File: src/rtl/layered_color_mapper.sv
// Layered colour mapper: composites NUM_SPRITES sprite layers over the maze
// walls and background, then applies game-mode recolouring (frightened
// ghosts, end-of-fright blinking, level-complete wall flash).
// Two-stage pipeline: stage 1 picks the winning layer, stage 2 recolours.
// Fixed latency of 2 clocks from inputs to VGA_*/out_valid.
module layered_color_mapper #(
    parameter int                     NUM_SPRITES     = 4,
    parameter int                     COLOR_W         = 8,
    parameter int                     PLAYFIELD_H     = 352,
    parameter logic [3*COLOR_W-1:0]   TRANSPARENT_KEY = 24'h000000,
    parameter int                     BLINK_FRAMES    = 8,
    parameter logic [3*COLOR_W-1:0]   WALL_RGB        = 24'hFF0000,
    parameter logic [3*COLOR_W-1:0]   BG_RGB          = 24'h3F007F,
    parameter logic [3*COLOR_W-1:0]   FRIGHT_RGB      = 24'h0000FF,
    parameter logic [3*COLOR_W-1:0]   FLASH_RGB       = 24'hFFFFFF
) (
    input  logic                               Clk,
    input  logic                               Reset_n,
    input  logic                               pixel_valid,
    input  logic                               frame_start,
    input  logic [9:0]                         DrawX,
    input  logic [9:0]                         DrawY,
    input  logic [NUM_SPRITES-1:0]             sprite_hit,
    input  logic [NUM_SPRITES*3*COLOR_W-1:0]   sprite_rgb,
    input  logic                               is_wall,
    input  logic                               frightened,
    input  logic                               fright_ending,
    input  logic                               wall_flash,
    output logic [COLOR_W-1:0]                 VGA_R,
    output logic [COLOR_W-1:0]                 VGA_G,
    output logic [COLOR_W-1:0]                 VGA_B,
    output logic                               out_valid
);

    localparam int PIX_W = 3 * COLOR_W;
    localparam int IDX_W = (NUM_SPRITES > 1) ? $clog2(NUM_SPRITES) : 1;
    localparam int FC_W  = (BLINK_FRAMES > 1) ? $clog2(BLINK_FRAMES) : 1;

    localparam logic [FC_W-1:0] FC_LAST = FC_W'(BLINK_FRAMES - 1);
    localparam logic [31:0]     PF_H    = 32'(PLAYFIELD_H);

    // Which layer won the pixel at stage 1.
    typedef enum logic [1:0] {
        SRC_BG     = 2'd0,
        SRC_WALL   = 2'd1,
        SRC_SPRITE = 2'd2
    } src_t;

    // Horizontal position plays no part in colour selection; the sprite
    // readers have already resolved it into sprite_hit/sprite_rgb.
    logic [9:0] unused_drawx;
    assign unused_drawx = DrawX;

    // Blink timer state
    logic [FC_W-1:0] frame_cnt;
    logic            blink_phase;

    // Stage-1 resolve combinational results
    logic             hit_any;
    logic [IDX_W-1:0] win_idx;
    logic [PIX_W-1:0] win_rgb;
    logic             wall_here;
    src_t             src_next;

    // Stage-1 registers
    logic             s1_valid;
    src_t             s1_src;
    logic [IDX_W-1:0] s1_idx;
    logic [PIX_W-1:0] s1_rgb;
    logic             s1_frightened;
    logic             s1_fright_ending;
    logic             s1_wall_flash;

    // Stage-2 recolour combinational result
    logic [PIX_W-1:0] rgb_next;
    logic             ghost_fright;

    // Frame counter: wraps every BLINK_FRAMES frame_start pulses and flips
    // blink_phase on the wrap, independent of any mode input.
    always_ff @(posedge Clk or negedge Reset_n) begin
        if (!Reset_n) begin
            frame_cnt   <= '0;
            blink_phase <= 1'b0;
        end else if (frame_start) begin
            if (frame_cnt == FC_LAST) begin
                frame_cnt   <= '0;
                blink_phase <= ~blink_phase;
            end else begin
                frame_cnt <= frame_cnt + 1'b1;
            end
        end
    end

    // Priority pick: scan from the highest index down so the lowest index
    // with a non-transparent hit is the one left standing.
    always_comb begin
        hit_any = 1'b0;
        win_idx = '0;
        win_rgb = '0;
        for (int i = NUM_SPRITES - 1; i >= 0; i--) begin
            if (sprite_hit[i] && (sprite_rgb[i*PIX_W +: PIX_W] != TRANSPARENT_KEY)) begin
                hit_any = 1'b1;
                win_idx = IDX_W'(i);
                win_rgb = sprite_rgb[i*PIX_W +: PIX_W];
            end
        end
    end

    // Source classification: sprite beats wall, walls are clipped to the
    // playfield rows, everything else is background.
    always_comb begin
        wall_here = is_wall && ({22'd0, DrawY} < PF_H);
        src_next  = SRC_BG;
        if (hit_any) begin
            src_next = SRC_SPRITE;
        end else if (wall_here) begin
            src_next = SRC_WALL;
        end
    end

    // Stage-1 register: winning layer plus the mode bits that travel with it.
    always_ff @(posedge Clk or negedge Reset_n) begin
        if (!Reset_n) begin
            s1_valid         <= 1'b0;
            s1_src           <= SRC_BG;
            s1_idx           <= '0;
            s1_rgb           <= '0;
            s1_frightened    <= 1'b0;
            s1_fright_ending <= 1'b0;
            s1_wall_flash    <= 1'b0;
        end else begin
            s1_valid         <= pixel_valid;
            s1_src           <= src_next;
            s1_idx           <= win_idx;
            s1_rgb           <= win_rgb;
            s1_frightened    <= frightened;
            s1_fright_ending <= fright_ending;
            s1_wall_flash    <= wall_flash;
        end
    end

    // Recolour using the live blink phase; Pac-Man (index 0) is never
    // recoloured, and invalid pixels are blanked to black.
    always_comb begin
        ghost_fright = (s1_idx != '0) && s1_frightened;
        rgb_next     = BG_RGB;
        case (s1_src)
            SRC_SPRITE: begin
                if (ghost_fright) begin
                    rgb_next = (s1_fright_ending && blink_phase) ? FLASH_RGB : FRIGHT_RGB;
                end else begin
                    rgb_next = s1_rgb;
                end
            end
            SRC_WALL: begin
                rgb_next = (s1_wall_flash && blink_phase) ? FLASH_RGB : WALL_RGB;
            end
            default: begin
                rgb_next = BG_RGB;
            end
        endcase
        if (!s1_valid) begin
            rgb_next = '0;
        end
    end

    // Stage-2 output registers driving the VGA DAC.
    always_ff @(posedge Clk or negedge Reset_n) begin
        if (!Reset_n) begin
            VGA_R     <= '0;
            VGA_G     <= '0;
            VGA_B     <= '0;
            out_valid <= 1'b0;
        end else begin
            VGA_R     <= rgb_next[2*COLOR_W +: COLOR_W];
            VGA_G     <= rgb_next[COLOR_W +: COLOR_W];
            VGA_B     <= rgb_next[0 +: COLOR_W];
            out_valid <= s1_valid;
        end
    end

endmodule

File: config.mk
export PLATFORM = sky130hd
export DESIGN_NAME = layered_color_mapper
export DESIGN_NICKNAME = d
export VERILOG_FILES = /design/src/rtl/layered_color_mapper.sv
export SDC_FILE = /design/constraint.sdc
export NUM_CORES = 1
export LEC_CHECK = 0
export ABC_AREA = 1
export CAP_MARGIN = 0
export CORE_UTILIZATION = 25
export CTS_CLUSTER_SIZE = 24
export DETAILED_ROUTE_END_ITERATION = 16
export PLACE_DENSITY = 0.54
export SLEW_MARGIN = 20
export SYNTH_ARGS = -nofsm -noshare
export SYNTH_HDL_FRONTEND = slang
export SYNTH_SLANG_ARGS = --single-unit
File: constraint.sdc
create_clock -name Clk -period 1.5 [get_ports Clk]
set_clock_uncertainty 0.1 [all_clocks]
set_input_delay 0.3 -clock Clk [delete_from_list [all_inputs] [get_ports Clk]]
set_output_delay 0.3 -clock Clk [all_outputs]
set_load 0.05 [all_outputs]
# --- After elaboration in Yosys (flattened, before gate mapping) ---
# Cells that the tools add are included.
totals:
  in_bits: 128
  output_inout_bits: 25
  regBits: 61
  wordCells: 53
op_classes:
  bitwise_logic: 1
  n_addsub: 1
  n_reduce_logical: 14
  eq_ne: 3
  n_mux: 20
  magnitude_cmp: 1
ops:
  columns: ["operator", "n"]
  rows:
  - ["two-way mux 24 bit", 7]
  - ["nonzero test 24 bit", 4]
  - ["case mux 24 bit (2 select lines)", 1]
  - ["two-way mux 16 bit", 1]
  - ["< comparator 10 x 9 -> 1 bit, second input constant", 1]
  - ["two-way mux 2 bit", 5]
  - ["logical AND 1 bit", 8]
  - ["two-way mux 1 bit", 5]
  - ["adder 3 x 1 -> 3 bit, second input constant", 1]
  - ["equality test 3 bit, second input constant", 1]
  - ["two-way mux 3 bit", 1]
  - ["equality test 2 x 1 -> 1 bit, second input constant", 1]
  - ["equality test 2 bit, second input constant", 1]
  - ["AND reduction 2 bit", 1]
  - ["nonzero test 2 bit", 1]
  - ["NOT 1 bit", 1]

# --- Longest topological paths before layout ---
# Gate-level depths: netlist of the first run.
logic_depth:
  depth_word: 7
  ltp_mapped: 11
  mapped_depth_nobuf: 10

# --- Worst setup path before layout of the first run ---
# No wires, ideal clock.
synth_path:
  path_type: "input to register"
  start: "in sprite_rgb[36]"
  end: "reg s1_rgb[10]"
  t_arrival_ps: 1171
  required_time_ps: 1284
  setup_ps: 116
  stages: 11
  slack_ps: 112
  path_buffers: 1
  cell_sequence: "nor2_1 -> nand3_1 -> nor2_2 -> nand3_4 -> nand2_4 -> buf_6 -> nand2_1 -> clkinv_1 -> nand2_1 -> nand2_1 -> nand2_1"
synth_via:
  elab_chain_len: 4
synth_lines:
  columns: ["item", "line", "rtl"]
  rows:
  - ["start: declaration", "24", "input logic [NUM_SPRITES*3*COLOR_W-1:0] sprite_rgb,"]
  - ["nonzero test 24 bit", "101", "if (sprite_hit[i] && (sprite_rgb[i*PIX_W +: PIX_W] != TRANSPARENT_KEY)) begin"]
  - ["logical AND 1 bit", "101", null]
  - ["two-way mux 24 bit (2 in a row)", "101", null]
  - ["via win_rgb[10]", "61", "logic [PIX_W-1:0] win_rgb;"]
  - ["end signal: assignment", "135", "s1_rgb <= win_rgb;"]
  - ["end: declaration", "69", "logic [PIX_W-1:0] s1_rgb;"]
# The timed path passes the listed nets, and every way through them passes these cells.
# A chain may end at the register's enable or synchronous reset.

# --- Final worst setup path of the first run ---
layout_path:
  start: "in sprite_rgb[31]"
  end: "reg s1_rgb[13]"
# Same word-level chain as after synthesis.

==> metrics.yaml, run 1 <==
vias: 4337
port_buffers: 137
hpwl_um: 9670
grt_max_degree: 62
ant_nets: 0
routed_wl_um: 13100
synth_edf_count: 0
hold_violations: 0
drtIter0Drc: 189
netlist_instances: 580
rows: 45
yosys.area.top_type: "dfrtp_1"
drc: 0
start_kind: "input pin"
die-area_mm2: 0.0159
synth_seq_area_share_pct: 39.6
syn_area_per_cell_um2: 6.64
yosys-top-cells-area: "dfrtp_1, nand2_1, inv_1"
ys_warn_count: 0
status: "complete, no violations"
cp.arrival_ps: 1570
synth-seq-cells: 61
pin_count: 153
place_inst: 965
worst-setup-path-type: "in -> reg"
cts_root_buf: "clkbuf_16"
worst_slew_pin_slew_ps: 606
multi_input_area_mm2: 0.00217
clkSinkCount: 61
hp-class: "in -> reg"
synthTopCellsByCount: "nand2_1, inv_1, nor2_1"
p_leak_uw: 0.00371
crit_chain: "clkdlybuf4s15_1, inv_2, nand3_2, nor2_4, nand3_4, buf_12, nand2_8, nand2_2, clkinv_1, nand2_1, nand2_2, nand2_1"
htreeDepth: 3
timing.fmax_ghz: 0.685
grtUsageTotal_pct: 16.7
syn_nets: 712
clk_latency_ps: 330
gp_congestion: 0.863
placed_cell_area_mm2: 0.00627
globalRouteOverflowTotal: 0
critPathMaxStageDelay_ps: 210
ys.flop_type: "dfrtp_1"
synthDistinctLibCells: 25
drtPass1Iterations: 6
cts_tree: "done"
max-cap-violations: 0
nets: 953
drive_above_1_share_pct: 37.7
ir_worst_vdd_mv: 0.532
synth_area_mm2: 0.00385
finalCritPeriodShare_pct: 97.4
synth_top_cell_area_share_pct: 39.6
synth_most_common_cell: "nand2_1"
syn2layout_area_growth_pct: 84.7
clk_path_buf_depth: 2
fin_cells: 1014
cts_inserted_buffers: 9
fin_area_mm2: 0.00711
slew_viol_final: 0
n_antenna_cell: 0
critPathCaptureType: "flop"
cp.required_ps: 1610
die_h_um: 126
vias_per_cell: 4.28
wl_per_cell_um: 12.9
utilization_pct: 47.0
die_w_um: 126
cp_max_fo: 7
core_mm2: 0.0151
start_util_pct: 25.4
fin_crit_ps: 1460
p_per_area_mw_per_mm2: 827
seqCellArea_mm2: 0.00153
fillers: 1479
hold_ws_ps: 241
clk_pin_slew_ps: 50
first_global_vias: 4279
synthArstFlopShare_pct: 100
antenna_found_initial: 0
grt_pass1_wl_um: 20700
slew_headroom_pct: 59.6
setup_viol: 0
cpMaxStageDelayCell: "clkdlybuf4s15_1"
==> path summary, 6_finish.rpt <==
kind	slack (ps)	startpoint	to	cells past startpoint
worst min-delay path	240	sprite_rgb[7]	s1_rgb[7]	3
worst min register to register	340	s1_valid	out_valid	0
worst max-delay path	40	sprite_rgb[31]	s1_rgb[13]	12
min in group asynchronous	420	Reset_n	s1_rgb[17]	3
worst max register to register	150	s1_src[1]	VGA_R[0]	5
max in group asynchronous	620	Reset_n	s1_valid	3
==> metal layers <==
metal / routed length, um / global-route usage, %
met5: 0 / 0
met4: 536 / 8.50
met3: 675 / 2.76
met2: 6360 / 28.6
met1: 5520 / 20.2
==> logic make-up (layout without fill, tap and decap cells) <==
group	after synthesis	after routing	share of synthesized area, %
adders and majority gates	4	4	1.30
DFF	61	61	39.6
xor gates and xnor gates	1	1	0.227
AOI/OAI and AO/OA	54	54	7.08
and+or+nand+nor	337	339	37.7
buffers and inverters	121	365	13.5
muxes	2	2	0.585
==> layout make-up <==
cell class | instances | share of cell area (%)
sequential | 61 | 21.5
clock buffer | 10 | 3.36
tap | 188 | 3.31
timing repair buffer | 252 | 34.9
timing repair inverter | 1 | 0.106
multi-input combinational | 400 | 30.5
inverter | 96 | 5.17
clock inverter | 6 | 1.21
==> registers in the layout, indices dropped and copies added (netlist names), 2 cells and up <==
| name | count |
|---|---|
| s1_rgb | 24 |
| VGA_B | 8 |
| VGA_G | 8 |
| VGA_R | 8 |
| frame_cnt | 3 |
| s1_idx | 2 |
| s1_src | 2 |
==> critical path: cells and delay by family <==
kind / cells / cell delay (ps)
AND/OR/NAND/NOR: 8 / 750
buffers and inverters: 4 / 500
==> stage by stage <==
| step | setup TNS [ps] | setup WS (ps) | power, uW |
|---|---|---|---|
| after floorplan | 0 | 112 | 2680 |
| after global placement | -16510 | -668 | 3630 |
| after detailed placement | -16410 | -636 | 3650 |
| after CTS | -106 | -15.9 | 5860 |
| after global routing | -14.7 | -12.1 | 6190 |
| final | 0 | 39.3 | 5880 |
==> placed cells by master, fill, tap and decap left out, types with 5 or more instances in the layout <==
cell type | Yosys | routed
nor2_2 | 6 | 12
inv_1 | 77 | 61
a21oi_1 | 28 | 28
buf_6 | 4 | 5
buf_12 | 0 | 34
clkbuf_2 | 0 | 47
dlygate4sd2_1 | 0 | 25
nand3_4 | 2 | 9
clkdlybuf4s50_1 | 0 | 14
buf_4 | 3 | 93
clkbuf_16 | 0 | 11
nand3_2 | 0 | 16
nand3_1 | 46 | 23
inv_2 | 1 | 18
nand2_4 | 2 | 7
nand3b_1 | 12 | 12
clkdlybuf4s15_1 | 0 | 24
dfrtp_1 | 61 | 61
clkinv_1 | 18 | 14
nand2_1 | 192 | 157
o21ai_0 | 25 | 25
nor2_1 | 72 | 62
nand2_2 | 2 | 32
==> timing repair <==
item | 4_1_cts | 5_1_grt
gates cloned | 7 | 3
setup buffers | 17 | 6
setup endpoints to repair | 28 | 45
pin swaps | 56 | 94
resized for setup | 161 | 180
hold buffers | 1 | 0
hold endpoints to repair | 61 | 0
==> where the power goes <==
| part | switching (uW) | leakage (uW) | internal, uW |
|---|---|---|---|
| Clock | 692 | 0.000158 | 1490 |
| Sequential | 114 | 0.000752 | 1830 |
| Combinational | 871 | 0.00280 | 880 |
Note: power is estimated with default switching activity, not from simulation.
==> inputs of run 2 (changes only) <==
--- a/config.mk
+++ b/config.mk
@@ -7,10 +7,12 @@
 export LEC_CHECK = 0
 export ABC_AREA = 1
 export CAP_MARGIN = 0
+export CORE_ASPECT_RATIO = 1.75
 export CORE_UTILIZATION = 25
 export CTS_CLUSTER_SIZE = 24
 export DETAILED_ROUTE_END_ITERATION = 16
 export PLACE_DENSITY = 0.54
+export SKIP_LAST_GASP = 1
 export SLEW_MARGIN = 20
 export SYNTH_ARGS = -nofsm -noshare
 export SYNTH_HDL_FRONTEND = slang
==> constraint.sdc (replaced) <==
create_clock -name Clk -period 1.5 [get_ports Clk]
set_clock_uncertainty 0.1 [all_clocks]
set_input_delay 0.15 -clock Clk [delete_from_list [all_inputs] [get_ports Clk]]
set_output_delay 0.15 -clock Clk [all_outputs]
set_load 0.05 [all_outputs]
==> run 2 against run 1 <==
  * Combinational power down 6%
  * Critical path depth down 5
  * Sequential share of layout area up 0.47 points
  * Clock power down 8%
  * Via count down 2.9%
  * Maximum frequency up 2.2%
  * Cell count down 3.6%
  * Highest routed layer unchanged
==> metrics.yaml, run 2 (synthesis results as in run 1) <==
cts_root_buf: "clkbuf_16"
rrSetupSlack_ps: 120
regMostFlops: "s1_rgb"
hold_end: "s1_rgb[15]"
cp.required_ps: 1610
grt_max_degree: 62
critPathCaptureType: "flop"
fillers: 1480
syn2layout_area_growth_pct: 80.7
layout_commonest_cell: "nand2_1"
drc: 0
grtUsageTotal_pct: 17.5
vias: 4212
wl_per_cell_um: 14.0
clk_path_buf_depth: 2
die_w_um: 95.8
cts_tree: "done"
drive_above_1_share_pct: 22.0
path_common_cell: "nand2_1"
nets: 922
hold_path_depth: 3
first_global_vias: 4300
drtIter0Drc: 208
hold_ws_ps: 35.2
grt_pass1_wl_um: 21000
grt_setup_unrepaired: "true"
cts_inserted_buffers: 9
cp_max_fo: 14
p_leak_uw: 0.00409
worstHoldStart: "sprite_rgb[15]"
setup_viol: 0
cpMaxStageDelayCell: "clkdlybuf4s15_1"
drtPass1Iterations: 7
timing.rr.end: "VGA_B[6]"
fin_crit_ps: 1430
ir_worst_vdd_mv: 0.593
clk_pin_slew_ps: 50
timing.fmax_ghz: 0.700
start_kind: "input pin"
core_mm2: 0.0150
ant_nets: 0
hold_violations: 0
port_buffers: 137
hpwl_um: 10400
rows: 59
p_per_area_mw_per_mm2: 800
htreeDepth: 3
slew_headroom_pct: 46.6
layout_common_cells: "nand2_1, dlymetal6s2s_1, buf_4"
timing.rr.start: "s1_src[0]"
worst_slew_pin_slew_ps: 801
vias_per_cell: 4.31
gp_congestion: 0.860
antenna_found_initial: 1
largest_reg_flops: 24
reg2reg_depth: 6
die-area_mm2: 0.0159
status: "complete, no violations"
worst-setup-path-type: "in -> reg"
fin_cells: 978
clkSinkCount: 61
pin_count: 153
routed_wl_um: 13700
clk_latency_ps: 320
place_inst: 936
slew_viol_final: 0
globalRouteOverflowTotal: 0
cp.arrival_ps: 1540
die_h_um: 166
finalCritPeriodShare_pct: 95.2
start_util_pct: 25.7
crit_chain: "clkdlybuf4s15_1, buf_4, nand3b_1, nand2_1, inv_1, nand2_1, nand2_1"
max-cap-violations: 0
hp-class: "in -> reg"
critPathMaxStageDelay_ps: 690
run 2: cell count changes in the layout (fill, tap and decap cells not counted), sizes merged:
cell	before	now
buf	138	104
bufinv	2	1
clkbuf	59	15
clkdlybuf4s15	24	4
clkdlybuf4s50	14	21
clkinv	18	20
clkinvlp	3	1
diode	0	1
dlygate4sd2	25	13
dlymetal6s2s	0	73
inv	80	78
nand2	198	199
run 2: critical path, delay by kind of cell:
kind          cells  cell delay, ps
buf+inv           3            1060
simple gates      4             320
run 2: area by class of cell:
class,instances,area [um2],share of cell area [%]
Timing Repair Buffer,221,2550,36.7
Multi-Input combinational cell,401,1990,28.5
Sequential cell,61,1530,21.9
Inverter,96,363,5.21
Clock buffer,11,253,3.63
Tap cell,183,229,3.29
Clock inverter,4,47.5,0.683
Antenna cell,1,2.50,0.0359
run 2: layer usage:
layer	track usage, %	share of wire, %
met1	17.5	34
met4	9.86	5.0
met3	2.29	2.9
met2	33.1	58
met5	0	0
run 2: stage by stage:
stage               instance area [um2]  setup TNS (ps)  total power, uW  worst slack [ps]  utilization [%]
finish                             6960               0             5570              71.4             46.5
detailed placement                 5980          -14590             3560              -553             39.9
global route                       6960           -5.89             5880             -5.89             46.5
floorplan                          3850               0             2680               165                -
global placement                   5980          -14690             3520              -562             39.9
CTS                                6520           -54.7             5610             -16.4             43.5
run 2: worst max path at each step:
stage | depth (start not counted) | from | slack (ps) | to
5_1_grt | 12 | sprite_rgb[36] | -6 | s1_rgb[12]
6_report | 7 | sprite_hit[1] | 70 | s1_rgb[20]
4_1_cts | 12 | sprite_rgb[82] | -20 | s1_rgb[4]
3_3_place_gp | 11 | sprite_rgb[36] | -560 | s1_rgb[5]
3_5_place_dp | 11 | sprite_rgb[36] | -550 | s1_rgb[12]
2_1_floorplan | 7 | s1_src[0] | 170 | VGA_G[5]
run 2: power breakdown:
| part | switching (uW) | total (uW) | internal [uW] |
|---|---|---|---|
| clock network | 648 | 2000 | 1360 |
| registers | 97.5 | 1930 | 1830 |
| logic | 834 | 1640 | 802 |
| total | 1580 | 5570 | 3990 |
run 2: what timing repair did:
item                       4_1_cts  5_1_grt
resized for setup               41      105
hold endpoints to repair        61        0
setup buffers                   10        6
hold buffers                     1        0
gates cloned                     3        6
setup endpoints to repair       28       37
pin swaps                       14       66
==> inputs of run 3 (changes only) <==
--- a/config.mk
+++ b/config.mk
@@ -9,6 +9,7 @@
 export CAP_MARGIN = 0
 export CORE_ASPECT_RATIO = 1.75
 export CORE_UTILIZATION = 25
+export CTS_BUF_LIST = sky130_fd_sc_hd__clkbuf_4 sky130_fd_sc_hd__clkbuf_8
 export CTS_CLUSTER_SIZE = 24
 export DETAILED_ROUTE_END_ITERATION = 16
 export PLACE_DENSITY = 0.54
==> run 3 against run 2 <==
  * Power is 10% lower
  * Critical path type unchanged
  * First-iteration DRC count is 6.7% lower
  * Via count is 2.3% higher
  * Critical endpoint is now s1_rgb[5]
  * Highest routed layer unchanged
  * Maximum frequency down 3.0%
  * Worst setup slack worse by 44 ps
  * Clock power fell by 29%
  * Sequential share of layout area grew 0.28 points
  * Worst hold slack got worse by 22 ps
  * Count of clock-buffer cells in the layout is the same
  * Critical path depth up 5
  * Design area shrank 1.2%
  * Cell count unchanged
==> metrics.yaml, run 3 (synthesis results as in run 1) <==
timing.fmax_ghz: 0.679
p_per_area_mw_per_mm2: 727
drc: 0
drive_above_1_share_pct: 21.5
start_util_pct: 25.7
wl_per_cell_um: 14.1
rows: 59
clk_path_buf_depth: 2
die-area_mm2: 0.0159
post-place-ws_ps: -553
clk_pin_slew_ps: 60
status: "complete, no violations"
grt_pass1_wl_um: 21000
first_global_vias: 4310
layout_common_cells: "nand2_1, dlymetal6s2s_1, buf_4"
cts_tree: "done"
largest_reg_flops: 24
worst_slack_ps: 27.7
finalCritPeriodShare_pct: 98.2
grt_setup_unrepaired: "true"
vias_per_cell: 4.40
p_leak_uw: 0.00403
cts_root_buf: "clkbuf_8"
seqCellArea_mm2: 0.00153
nets: 922
antenna_found_initial: 1
die_h_um: 166
die_w_um: 95.8
cp.required_ps: 1630
routed_wl_um: 13800
clkSinkCount: 61
drtPass1Iterations: 4
critPathCaptureType: "flop"
start_kind: "input pin"
path_common_cell: "nand2_1"
layout_commonest_cell: "nand2_1"
cpMaxStageDelayCell: "clkdlybuf4s50_1"
grtUsageTotal_pct: 17.5
syn2layout_area_growth_pct: 78.5
max-cap-violations: 0
fin_crit_ps: 1470
slew_headroom_pct: 46.3
gp_congestion: 0.860
path_delay_family: "simple AND/OR/NAND/NOR gates"
hp-class: "in -> reg"
worst_slew_pin_slew_ps: 806
vias: 4307
pin_count: 153
slew_viol_final: 0
fillers: 1495
place_inst: 936
critPathBufInv: 2
setup_viol: 0
htreeDepth: 3
grt_max_degree: 62
clk_latency_ps: 330
core_mm2: 0.0150
cp.arrival_ps: 1600
cts_inserted_buffers: 9
multi_input_area_mm2: 0.00198
regMostFlops: "s1_rgb"
ir_worst_vdd_mv: 0.373
fin_cells: 978
ant_nets: 0
drtIter0Drc: 194
cp_max_fo: 8
port_buffers: 137
crit_chain: "clkdlybuf4s50_1, nor2_1, nand2_1, nor2_2, nand3_2, nand2_4, clkbuf_16, nor2_1, nand2_1, nand2_1, nand2_1, nand2_1"
critPathMaxStageDelay_ps: 440
worst-setup-path-type: "in -> reg"
hpwl_um: 10400
hold_violations: 0
globalRouteOverflowTotal: 0
run 3: cell count changes in the layout (fill, tap and decap cells not counted), moves of 2 or more:
cell,previous run,this run
clkdlybuf4s15_1,4,1
clkbuf_8,2,11
nand2_1,186,190
clkbuf_16,13,5
nand2_2,6,2
dlymetal6s2s_1,73,71
clkdlybuf4s50_1,21,27
buf_4,73,71
run 3: stage by stage:
stage | TNS, ps | hold WS (ps) | power (uW) | area, um2 | util [%]
3_3_place_gp | -14690 | 70.3 | 3520 | 5980 | 39.9
5_1_grt | -451 | 29.7 | 5300 | 6880 | 45.9
4_1_cts | 0 | 147 | 5020 | 6390 | 42.7
6_report | 0 | 13.5 | 5000 | 6880 | 45.9
3_5_place_dp | -14590 | 74.7 | 3560 | 5980 | 39.9
2_1_floorplan | 0 | -246 | 2680 | 3850 | -
run 3: layout make-up:
class	count	area share (%)
sequential	61	22.2
timing repair buffer	221	37.4
clock inverter	4	0.691
antenna	1	0.0364
inverter	96	5.28
tap	183	3.33
clock buffer	11	2.20
multi-input combinational	401	28.9
run 3: worst register-to-register path: cells and delay by family, from the launching register on:
| family | cells | cell delay (ps) |
|---|---|---|
| fa+ha+maj | 2 | 510 |
| flops | 1 | 400 |
| mux | 1 | 260 |
run 3: worst paths after layout:
check | from | endpoint | slack [ps] | cells after the start
min in group asynchronous | Reset_n | VGA_R[3] | 230 | 3
min | sprite_rgb[12] | s1_rgb[12] | 10 | 3
max | sprite_rgb[95] | s1_rgb[5] | 30 | 12
min reg2reg | s1_valid | out_valid | 340 | 0
max in group asynchronous | Reset_n | VGA_B[6] | 800 | 3
max reg2reg | frame_cnt[0] | frame_cnt[2] | 120 | 3
run 3: what timing repair did:
action	CTS	global route
hold buffers	1	0
buffers inserted	8	7
hold endpoints to repair	61	0
pin swaps	11	66
gates resized for setup	30	105
setup endpoints to repair	28	37
cloned	3	7
run 3: metal layers:
metal / GRT usage [%] / wire, um / up-vias
met2: 33.1 / 7890 / 148
met5: 0 / 0 / -
met3: 2.52 / 544 / 40
li1: - / - / 2184
met1: 17.5 / 4610 / 1935
met4: 9.47 / 782 / 0
run 3: where the power goes:
part	total, uW	internal [uW]	switching, uW
Combinational	1650	812	840
Sequential	1930	1830	97.4
Clock	1420	841	580
Total	5000	3480	1520
